$ cat src/rtl/asmd_interpolator.sv
// asmd_interpolator
//   Unpacks 16-bit words carrying two 8-bit samples (hi in [15:8], lo in [7:0])
//   into an 8-bit sample stream. With INTERP=1 an extra sample is inserted
//   between hi and lo: mid = floor((hi+lo)/2).
//   The controller is a Moore-style ASMD. Dout and Dout_valid come straight
//   from registers.
//
// Ports
//   clk        : rising-edge clock
//   rst        : asynchronous, active-high reset
//   Clr        : synchronous abort; drops the held word and returns to idle
//   Din        : packed input word
//   Din_valid  : upstream word valid
//   Din_ready  : word accepted this cycle (combinational from state, Dout_ready, Clr)
//   Dout       : current sample (registered)
//   Dout_valid : Dout is valid (registered)
//   Dout_ready : downstream accepts Dout this cycle
module asmd_interpolator #(
    parameter logic INTERP = 1'b0
) (
    input  logic        clk,
    input  logic        rst,
    input  logic        Clr,
    input  logic [15:0] Din,
    input  logic        Din_valid,
    output logic        Din_ready,
    output logic [7:0]  Dout,
    output logic        Dout_valid,
    input  logic        Dout_ready
);

    typedef enum logic [1:0] {
        S_IDLE = 2'd0,
        S_HI   = 2'd1,
        S_MID  = 2'd2,
        S_LO   = 2'd3
    } state_t;

    state_t      state_q, state_d;
    logic [7:0]  w_hi_q, w_hi_d;
    logic [7:0]  w_lo_q, w_lo_d;
    logic [7:0]  dout_q, dout_d;
    logic        dvld_q, dvld_d;
    logic        in_xfer, out_xfer;

    // Floor average; the 9-bit sum keeps the carry so the result never wraps.
    function automatic logic [7:0] mid_avg(input logic [7:0] a, input logic [7:0] b);
        logic [8:0] sum;
        sum = {1'b0, a} + {1'b0, b};
        return sum[8:1];
    endfunction

    // A new word can enter while idle, or while lo is leaving in the same
    // cycle (back-to-back with no bubble). Clr blocks acceptance.
    assign Din_ready  = ((state_q == S_IDLE) | ((state_q == S_LO) & Dout_ready)) & ~Clr;
    assign in_xfer    = Din_valid & Din_ready;
    assign out_xfer   = dvld_q & Dout_ready;
    assign Dout       = dout_q;
    assign Dout_valid = dvld_q;

    always_comb begin
        state_d = state_q;
        w_hi_d  = w_hi_q;
        w_lo_d  = w_lo_q;
        dout_d  = dout_q;
        dvld_d  = dvld_q;

        if (Clr) begin
            // Abort: Dout and the held word keep their values, only valid drops.
            state_d = S_IDLE;
            dvld_d  = 1'b0;
        end else begin
            unique case (state_q)
                S_IDLE: begin
                    if (in_xfer) begin
                        state_d = S_HI;
                        w_hi_d  = Din[15:8];
                        w_lo_d  = Din[7:0];
                        dout_d  = Din[15:8];
                        dvld_d  = 1'b1;
                    end
                end
                S_HI: begin
                    if (out_xfer) begin
                        if (INTERP) begin
                            state_d = S_MID;
                            dout_d  = mid_avg(w_hi_q, w_lo_q);
                        end else begin
                            state_d = S_LO;
                            dout_d  = w_lo_q;
                        end
                    end
                end
                S_MID: begin
                    if (out_xfer) begin
                        state_d = S_LO;
                        dout_d  = w_lo_q;
                    end
                end
                S_LO: begin
                    if (out_xfer) begin
                        if (in_xfer) begin
                            state_d = S_HI;
                            w_hi_d  = Din[15:8];
                            w_lo_d  = Din[7:0];
                            dout_d  = Din[15:8];
                        end else begin
                            // Dout keeps the last sample; only valid drops.
                            state_d = S_IDLE;
                            dvld_d  = 1'b0;
                        end
                    end
                end
                default: begin
                    state_d = S_IDLE;
                    dvld_d  = 1'b0;
                end
            endcase
        end
    end

    always_ff @(posedge clk or posedge rst) begin
        if (rst) begin
            state_q <= S_IDLE;
            w_hi_q  <= 8'h00;
            w_lo_q  <= 8'h00;
            dout_q  <= 8'h00;
            dvld_q  <= 1'b0;
        end else begin
            state_q <= state_d;
            w_hi_q  <= w_hi_d;
            w_lo_q  <= w_lo_d;
            dout_q  <= dout_d;
            dvld_q  <= dvld_d;
        end
    end

endmodule

$ cat config.mk
export PLATFORM = sky130hd
export DESIGN_NAME = asmd_interpolator
export DESIGN_NICKNAME = d
export VERILOG_FILES = /design/src/rtl/asmd_interpolator.sv
export SDC_FILE = /design/constraint.sdc
export NUM_CORES = 1
export LEC_CHECK = 0
export CAP_MARGIN = 20
export CORE_MARGIN = 4
export CORE_UTILIZATION = 40
export CTS_BUF_LIST = sky130_fd_sc_hd__clkbuf_4
export CTS_CLUSTER_DIAMETER = 30
export CTS_CLUSTER_SIZE = 25
export DETAILED_ROUTE_END_ITERATION = 10
export PLACE_DENSITY = 0.71
export SYNTH_ARGS = -nofsm -noshare
export SYNTH_HDL_FRONTEND = slang
export SYNTH_SLANG_ARGS = --single-unit
$ cat constraint.sdc
create_clock -name clk -period 3.6 [get_ports clk]
set_input_delay 0.54 -clock clk [delete_from_list [all_inputs] [get_ports clk]]
set_output_delay 0.54 -clock clk [all_outputs]
set_load 0.005 [all_outputs]
==> summary.txt, run 1 <==
GRT
  • Initial antenna violation count: 0
  • GRT Overall Usage: 0.122
  • Largest net degree at the start of global routing: 20
  • Vias in the first global route: 707
  • Gr ovfl total: 0
  • First-pass GRT wire length: 3180 um

Clock network
  • H-tree levels: 1
  • CTS sink count: 19
  • Clock Latency Late Sink: roughly 280 ps
  • CTS tree: yes
  • Post-cts resize count: 0
  • Setup Buffers After CTS: 0
  • TritonCTS buffer count: 3
  • Root buf cell: clkbuf_4
  • # hold bufs at CTS: 0
  • Max clock buf depth: 2
  • Clock transition at the registers of the reported paths: roughly 100 ps

Yosys
  • Seq cells post-synth: 19
  • Synthesized instance count: 74
  • Most common cell in the synthesized netlist: mux2_2
  • Ranking of synthesized cells by area: dfrtp_1, mux2_2, ha_1, buf_6, inv_1
  • Most frequently used flop master after synthesis: dfrtp_1
  • Number of synthesized flops with an enable pin: 0
  • Cell Area, Synth: 970 sq um
  • Most frequent cells after synthesis: mux2_2, dfrtp_1, inv_1
  • YS warnings: 0
  • Average size of a mapped cell: 13.1 sq um
  • Largest area contributor in the netlist: dfrtp_1
  • Seq/Total Area, Yosys: 0.490
  • Unique masters post-synth: 20
  • Asr flop ratio synth: 1.00
  • Synth top area share: 0.490
  • Syn nets: 97

Placement
  • GPL Wtd Cong: between 0.7 and 0.8
  • Area post-placement: 0.00128 sq mm
  • Place WS: roughly 1300 ps
  • Detail Placement HPWL: 1410 um
  • Buffers on Ports: 30

Detailed routing
  • DR WL/cell: 14.0 um
  • Vias: 670
  • First drt pass iteration count: 4
  • DRT antenna net count: 0
  • DRC: 0
  • DR iter-0 viols: 14
  • Routed WL: 1860 um
  • Vias per cell: 5.04

Layout
  • Register area: 475 sq um
  • Multi-input gate area: 445 sq um
  • Layout cells sized above 1: 0.305
  • Area Growth Syn to Fin: 35.0%
  • NumNets Final: 129
  • Fill cells: roughly 210
  • Fin util: 0.580
  • Design area: 0.00131 sq mm
  • # diodes: 0

Timing
  • Least-Margin Pin Slew: 682 ps
  • Relative slew slack: 0.545
  • Max-slew violations: 0
  • Worst setup margin: 1250 ps
  • RSZ-0062 raised after global routing: no
  • Period minus WS final: 2350 ps
  • Final hold slack: 510 ps
  • Fmax: between 400 and 500 MHz
  • Clk_skew: between 6 and 7 ps
  • Final setup violating endpoints: 0
  • Setup TNS: 0 ps
  • Fin. Hold Viols: 0
  • Final worst path period share: 0.654

Power
  • Switching Fraction: 0.318
  • Sequential cell fraction of total power: 0.356
  • Leakage: 0.000530 uW
  • Combinational share of power: 0.539
  • Max IR drop VDD: 0.481 mV
  • Power Density: 809 mW/mm^2
  • Int Pwr: a little over 700 uW
  • Clock Power Share: 0.104
  • Switching power: 337 uW

Worst setup path
  • Setup crit end kind: output port
  • Worst setup SP type: input pin
  • CP max FO: 6
  • Worst EP arrival: 1810 ps
  • Critical Path RT: 3060 ps
  • Reg-to-reg setup timing slack: 1350 ps
  • Crit path kind: input pin to output port

Job
  • Max Cap Violations: 0

Die
  • Chip Width: between 50 and 60 um
  • # IOs: 31
  • Die area: 0.00328 sq mm
  • FP Rows: 17
  • Initial Utilization: 0.430
  • Core Box Area: 0.00225 sq mm
  • Die Y: 57.2 um

Status
  • Status: finished clean

Worst hold path
  • Min-delay worst type: flop to flop
metal layers:
metal | vias up | global-route usage | share of wire
li1 | 328 | - | -
met1 | 317 | 0.148 | 0.45
met2 | 25 | 0.210 | 0.47
met3 | 0 | 0.0317 | 0.081
met4 | 0 | 0.0397 | 0
met5 | - | 0 | 0
worst max-delay path, stage by stage:
cell and delay, ps:
clkdlybuf4s50_1 580, a21oi_1 100, nor2_1 90, clkdlybuf4s50_1 500
per-stage QoR:
step	instances	total power, uW
global placement	129	943
detailed placement	129	961
finish	133	1060
CTS	133	1070
floorplan	74	770
global route	133	1140
sequential cells by signal, summed over array words and instances, names as in the netlist:
register / flops
w_lo_q: 8
Dout_valid: 1
Dout: 8
state_q: 2
kinds of logic after synthesis:
group,Yosys count,synth area share
simple gates,8,0.0516
fa+ha+maj,2,0.0258
flops,19,0.490
compound gates,12,0.103
buf+inv,9,0.0503
mux,24,0.279
worst paths after layout:
check	to	startpoint	depth (start not counted)
max	Din_ready	Dout_ready	4
min	w_lo_q[3]	w_lo_q[3]	1
max reg2reg	Dout[3]	state_q[0]	5
min reg2reg	w_lo_q[3]	w_lo_q[3]	1
max in group asynchronous	Dout_valid	rst	2
min in group asynchronous	Dout[5]	rst	2
cell usage in the layout, fill, tap and decap left out, drive strengths merged:
master / count
nand2b: 2
inv: 6
nand3: 1
a21oi: 3
a211o: 1
o2bb2ai: 1
a221oi: 2
dfrtp: 19
o21ai: 2
clkdlybuf4s50: 30
nand2: 2
mux2: 24
nor2: 2
ha: 2
clkbuf: 4
o2111a: 1
nor3: 1
a211oi: 2
area by class of cell:
type	instances	share of cell area
Inverter	6	0.0172
Sequential cell	19	0.363
Tap cell	28	0.0268
Multi-Input combinational cell	46	0.340
Timing Repair Buffer	30	0.229
Clock buffer	4	0.0229
power groups by stage:
stage,registers [uW],logic [uW],clock network [uW]
after global routing,391,625,127
final,377,571,110
after CTS,378,580,115
after floorplan,376,395,0
after global placement,376,567,0
after detailed placement,381,580,0
(Power assumes the default switching activity.)
==> run 2: changes to the inputs <==
clock period = 2.2 ns   (was 3.6 ns; I/O delays follow)
==> run 2 against run 1 <==
  * Non-clock buffer count up 3
  * Clock power rose by 67%
  * Design area increased by 1.9%
  * Register-to-register slack got worse by 970 ps
  * Total power grew 69%
  * Worst setup slack worse by 1100 ps
  * Largest cell class unchanged
  * Largest power group unchanged
  * Highest routed layer unchanged
==> summary.txt, run 2 (synthesis gave the netlist of run 1 again) <==
GRT
  • GRT Overall Usage: 0.133 (+0.0106)
  • Gr ovfl total: 0 (unchanged)
  • Vias in the first global route: 759 (+7.4%)
  • First-pass GRT wire length: 3390 um (+6.5%)
  • Initial antenna violation count: 0 (unchanged)
  • Largest net degree at the start of global routing: 20 (unchanged)

Detailed routing
  • Vias per cell: 5.07 (+0.71%)
  • Routed WL: 1900 um (+2.4%)
  • DR WL/cell: 14.0 um (+0.11%)
  • Vias: 690 (+3.0%)
  • DRC: 0 (unchanged)
  • DR iter-0 viols: 11 (-3)
  • DRT antenna net count: 0 (unchanged)
  • First drt pass iteration count: 4 (unchanged)

Die
  • Die Y: 57.2 um (unchanged)
  • Chip Width: 57.2 um (unchanged)
  • FP Rows: 17 (unchanged)
  • Core Box Area: 0.00225 sq mm (unchanged)
  • Initial Utilization: 0.430 (unchanged)
  • # IOs: 31 (unchanged)
  • Die area: 0.00328 sq mm (unchanged)

Timing
  • Period minus WS final: 2030 ps
  • Final setup violating endpoints: 0 (unchanged)
  • Fin. Hold Viols: 0 (unchanged)
  • Max-slew violations: 0 (unchanged)
  • Final worst path period share: 0.923
  • Worst setup margin: 170 ps (-1080 ps)
  • Setup TNS: 0 ps (unchanged)
  • Least-Margin Pin Slew: 705 ps (+22.6 ps)
  • RSZ-0062 raised after global routing: no
  • Clk_skew: 1.60 ps (-5.18 ps)
  • Fmax: 493 MHz
  • Final hold slack: 441 ps (-69.7 ps)
  • Relative slew slack: 0.530 (-0.0151)

Worst setup path
  • Crit path max-delay family: buffers and inverters
  • CP max-delay cell: clkdlybuf4s50_1
  • CP max stage delay: 500 ps (-80 ps)
  • Reg-to-reg setup timing slack: 380 ps (-970 ps)
  • Worst setup SP type: flop
  • Worst r2r path cells: 6 (+1)
  • Worst path bufs/invs: 1 (-1)
  • CP cell instances: ha_1 -> a21oi_1 -> nor2_1 -> clkdlybuf4s50_1
  • Crit path kind: flop to output port
  • Setup crit end kind: output port
  • R2R Path Start: state_q[0]
  • Worst EP arrival: 1700 ps (-110 ps)
  • Critical Path RT: 1870 ps (-1190 ps)
  • Capturing point of the worst reg2reg path: Dout[0]
  • CP max FO: 8 (+2)

Layout
  • Most frequent cells in the layout: clkdlybuf4s50_1, mux2_2, dfrtp_1, inv_1, clkbuf_4
  • Area Growth Syn to Fin: 37.5%
  • Commonest non-fill, non-tap cell in the layout: clkdlybuf4s50_1
  • Non-Filler Instances: 136 (+2.3%)
  • Fill cells: 217 (+3.8%)
  • Layout cells sized above 1: 0.333 (+0.0286)
  • NumNets Final: 132 (+2.3%)
  • # diodes: 0 (unchanged)

Placement
  • GPL Wtd Cong: 0.816 (+9.2%)
  • Buffers on Ports: 30 (unchanged)
  • Dpl cells: 132 (+2.3%)
  • Detail Placement HPWL: 1450 um (+3.1%)
  • Place WS: 242 ps (-1010 ps)

Power
  • Int Pwr: 1220 uW (+69%)
  • Combinational share of power: 0.548 (+0.009)
  • Clock Power Share: 0.103 (about the same)
  • Power Density: 1340 mW/mm^2 (+65%)
  • Sequential cell fraction of total power: 0.349 (-0.007)
  • Switching power: 564 uW (+67%)
  • Max IR drop VDD: 0.820 mV (+71%)
  • Leakage: 0.000544 uW (+2.7%)
  • Switching Fraction: 0.316 (-0.00234)

Clock network
  • H-tree levels: 1 (unchanged)
  • CTS tree: yes
  • TritonCTS buffer count: 3 (unchanged)
  • Root buf cell: clkbuf_4
  • Setup Buffers After CTS: 0 (unchanged)
  • Max clock buf depth: 2 (unchanged)
  • Clock Latency Late Sink: 290 ps (about the same)
  • Clock transition at the registers of the reported paths: 100 ps (about the same)
  • CTS sink count: 19 (unchanged)

Worst hold path
  • Min-delay worst type: input pin to async pin

Status
  • Status: finished clean

Job
  • Max Cap Violations: 0 (unchanged)
-- run 2: cell types whose count changed in the layout (fill, tap and decap cells not counted), sizes merged --
cell	before	now
buf	0	3
-- run 2: stage by stage --
stage                     power [uW]  instance area [sq um]   util
final                           1780                   1330  0.592
after global routing            1930                   1330  0.592
after CTS                       1800                   1330  0.590
after detailed placement        1610                   1300  0.577
after global placement          1590                   1300  0.577
after floorplan                 1260                    970      -
-- run 2: final cells by class --
cell class	count	area (sq um)	area share
sequential	19	475	0.356
inverter	6	22.5	0.0169
multi-input combinational	46	448	0.336
tap	28	35.0	0.0263
timing repair buffer	33	323	0.242
clock buffer	4	30.0	0.0225
-- run 2: worst max-delay path by stage --
stage                          start        end  slack [ps]  depth (start not counted)
after floorplan           state_q[0]    Dout[0]         440                          5
after global placement    Dout_ready  w_lo_q[6]         250                          5
after detailed placement  Dout_ready  w_lo_q[3]         240                          5
after CTS                 state_q[0]  Din_ready         110                          5
after global routing      state_q[1]  Din_ready          20                          4
final                     state_q[0]  Din_ready         170                          4
-- run 2: repair_timing --
item | CTS | global route
endpoints found under the hold margin | 0 | 0
endpoints found under the setup margin | 0 | 1
hold buffers | 0 | 0
resized for setup | 0 | 1
-- run 2: worst reg2reg max path: stages, from the launching register on --
cell       delay, ps
dfrtp_1          420
inv_1             70
ha_2             280
o2bb2ai_1        220
o2111a_1         220
buf_4            160
mux2_2           340
-- run 2: power groups by stage --
stage / Sequential (uW) / Clock (uW) / Combinational [uW]
2_1_floorplan: 615 / 0 / 646
3_3_place_gp: 624 / 0 / 963
3_5_place_dp: 628 / 0 / 981
4_1_cts: 625 / 190 / 982
5_1_grt: 647 / 212 / 1070
6_report: 622 / 184 / 978
-- run 2: layer usage --
| layer | vias to the layer above | track usage | routed length (um) |
|---|---|---|---|
| met5 | - | 0 | 0 |
| met4 | 0 | 0.0497 | 0 |
| met3 | 0 | 0.0362 | 107 |
| met2 | 19 | 0.220 | 925 |
| met1 | 336 | 0.164 | 871 |
| li1 | 335 | - | - |
==> run 3: changes to the inputs <==
CORE_UTILIZATION = 45   (was 40)
GPL_TIMING_DRIVEN = 0   (was unset)
HOLD_SLACK_MARGIN = 0.12   (was unset)
PLACE_DENSITY = 0.78   (was 0.71)
==> run 3 against run 2 <==
  * Sequential power hardly changed
  * First-iteration DRC count is 18% lower
  * Sequential share of layout area stayed put
  * Clock power is 4% lower
  * Cell count is 0.74% lower
  * Flip-flop and latch count stayed put
  * Clock skew is 8.4 ps higher
  * Critical path depth is 1 higher
  * Die area is 9.6% lower
  * Fmax hardly changed
  * Wire length is 5.7% higher
  * Combinational power hardly changed
  * Critical path type unchanged
  * Critical endpoint unchanged
==> summary.txt, run 3 (synthesis gave the netlist of run 1 again) <==
Status
  • Status: finished clean

Timing
  • Final worst path period share: 0.923 (about the same)
  • Max-slew violations: 0 (unchanged)
  • Setup TNS: 0 ps (unchanged)
  • RSZ-0062 raised after global routing: no
  • Clk_skew: 10.0 ps (+8.40 ps)
  • Fmax: 492 MHz (about the same)
  • Fin. Hold Viols: 0 (unchanged)
  • Period minus WS final: 2030 ps (+1.22 ps)
  • Relative slew slack: 0.526 (-0.00364)
  • Least-Margin Pin Slew: 710 ps (+5.46 ps)
  • Final setup violating endpoints: 0 (unchanged)

Power
  • Power Density: 1340 mW/mm^2 (-0.13%)
  • Final Total Pwr: 1780 uW (-0.13%)
  • Max IR drop VDD: 0.766 mV (-6.6%)
  • Leakage: 0.000542 uW (-0.51%)

Detailed routing
  • Vias per cell: 5.15 (+1.5%)
  • DR iter-0 viols: 9 (-2)
  • First drt pass iteration count: 4 (unchanged)
  • DR WL/cell: 14.9 um (+6.5%)
  • DRT antenna net count: 0 (unchanged)
  • Vias: 695 (+0.72%)
  • DRC: 0 (unchanged)
  • Routed WL: 2010 um (+5.7%)

Die
  • Die area: 0.00296 sq mm (-9.6%)
  • Chip Width: 54.4 um (-4.9%)
  • FP Rows: 16 (-1)
  • Die Y: 54.4 um (-4.9%)
  • # IOs: 31 (unchanged)
  • Core Box Area: 0.00200 sq mm (-11%)
  • Initial Utilization: 0.484 (+0.0543)

Clock network
  • Clock transition at the registers of the reported paths: 120 ps (+20 ps)
  • CTS tree: yes
  • CTS sink count: 19 (unchanged)
  • H-tree levels: 1 (unchanged)
  • Clock Latency Late Sink: 290 ps (about the same)
  • Root buf cell: clkbuf_4
  • Max clock buf depth: 2 (unchanged)
  • Setup Buffers After CTS: 0 (unchanged)
  • # hold bufs at CTS: 0 (unchanged)
  • TritonCTS buffer count: 3 (unchanged)

GRT
  • First-pass GRT wire length: 3280 um (-3.2%)
  • GRT Overall Usage: 0.153 (+0.0209)
  • Vias in the first global route: 715 (-5.8%)
  • Gr ovfl total: 0 (unchanged)
  • Initial antenna violation count: 0 (unchanged)
  • Largest net degree at the start of global routing: 20 (unchanged)

Placement
  • Detail Placement HPWL: 1480 um (+2.0%)
  • Area post-placement: 0.00130 sq mm (+0.19%)
  • GPL Wtd Cong: 0.802 (-1.7%)
  • Dpl cells: 131 (-0.76%)
  • Buffers on Ports: 30 (unchanged)

Layout
  • Design area: 0.00133 sq mm (unchanged)
  • NumNets Final: 132 (unchanged)
  • Area Growth Syn to Fin: 37.5% (unchanged)
  • Most frequent cells in the layout: clkdlybuf4s50_1, mux2_2, dfrtp_1, inv_1
  • Non-Filler Instances: 135 (-0.74%)
  • # diodes: 0 (unchanged)
  • Commonest non-fill, non-tap cell in the layout: clkdlybuf4s50_1
  • Fin util: 0.666 (+0.0747)
  • Layout cells sized above 1: 0.324 (-0.00926)

Worst setup path
  • CP max stage delay: 500 ps (about the same)
  • CP max FO: 7 (-1)
  • CP max-delay cell: clkdlybuf4s50_1
  • Worst EP arrival: 1700 ps (about the same)
  • CP cell instances: inv_1 -> ha_2 -> a21oi_1 -> nor2_1 -> clkdlybuf4s50_1
  • Worst setup SP type: flop
  • Setup crit end kind: output port
  • Crit path kind: flop to output port
  • Critical Path RT: 1870 ps (about the same)

Worst hold path
  • Min-delay worst type: input pin to async pin

Job
  • Max Cap Violations: 0 (unchanged)
[run 3: cell count changes in the layout (fill, tap and decap cells not counted)]
| cell | delta |
|---|---|
| clkinv_2 | +1 |
| clkbuf_4 | -1 |
| buf_4 | -3 |
| buf_6 | +2 |
| buf_1 | +1 |
[run 3: final cells by class]
cell class                 instances  area (sq um)
clock buffer                       3          22.5
tap                               27          33.8
buffer                             3          26.3
timing repair buffer              30           300
sequential                        19           475
fill                             165           668
multi-input combinational         46           448
clock inverter                     1          5.00
inverter                           6          22.5
[run 3: power by group]
part / internal, uW / total, uW / switching (uW) / leakage [uW]
clock: 67.5 / 177 / 109 / 0.0000177
combinational: 606 / 980 / 375 / 0.000296
sequential: 525 / 625 / 99.5 / 0.000228
[run 3: timing repair]
| action | in CTS | in global routing |
|---|---|---|
| resized for setup | 0 | 1 |
| setup endpoints to repair | 0 | 1 |
| endpoints found under the hold margin | 0 | 0 |
[run 3: per-stage QoR]
step	setup WS, ps	hold slack (ps)
finish	168	434
floorplan	440	281
detailed placement	89.4	495
global placement	114	485
CTS	86.4	467
global route	64.1	487
[run 3: critical path, delay by kind of cell (launching register included)]
kind            cells  cell delay (ps)
simple gates        1               80
compound gates      1               60
buf+inv             2              570
flops               1              420
fa+ha+maj           1              270
[run 3: metal layers]
layer | part of all wire | track usage | wire (um) | vias up
li1 | - | - | - | 332
met1 | 0.45 | 0.200 | 910 | 341
met2 | 0.48 | 0.271 | 972 | 22
met3 | 0.064 | 0.0245 | 129 | 0
met4 | 0 | 0.0249 | 0 | 0
met5 | 0 | 0 | 0 | -
[run 3: path summary, 6_finish.rpt]
check	slack, ps	to	start	cells after the start
max in group asynchronous	1310	Dout_valid	rst	2
max	170	Din_ready	state_q[0]	5
min in group clk	520	Dout[2]	Dout[2]	1
min reg2reg	520	Dout[2]	Dout[2]	1
max reg2reg	170	Dout[0]	state_q[0]	5
min	430	Dout[7]	rst	2
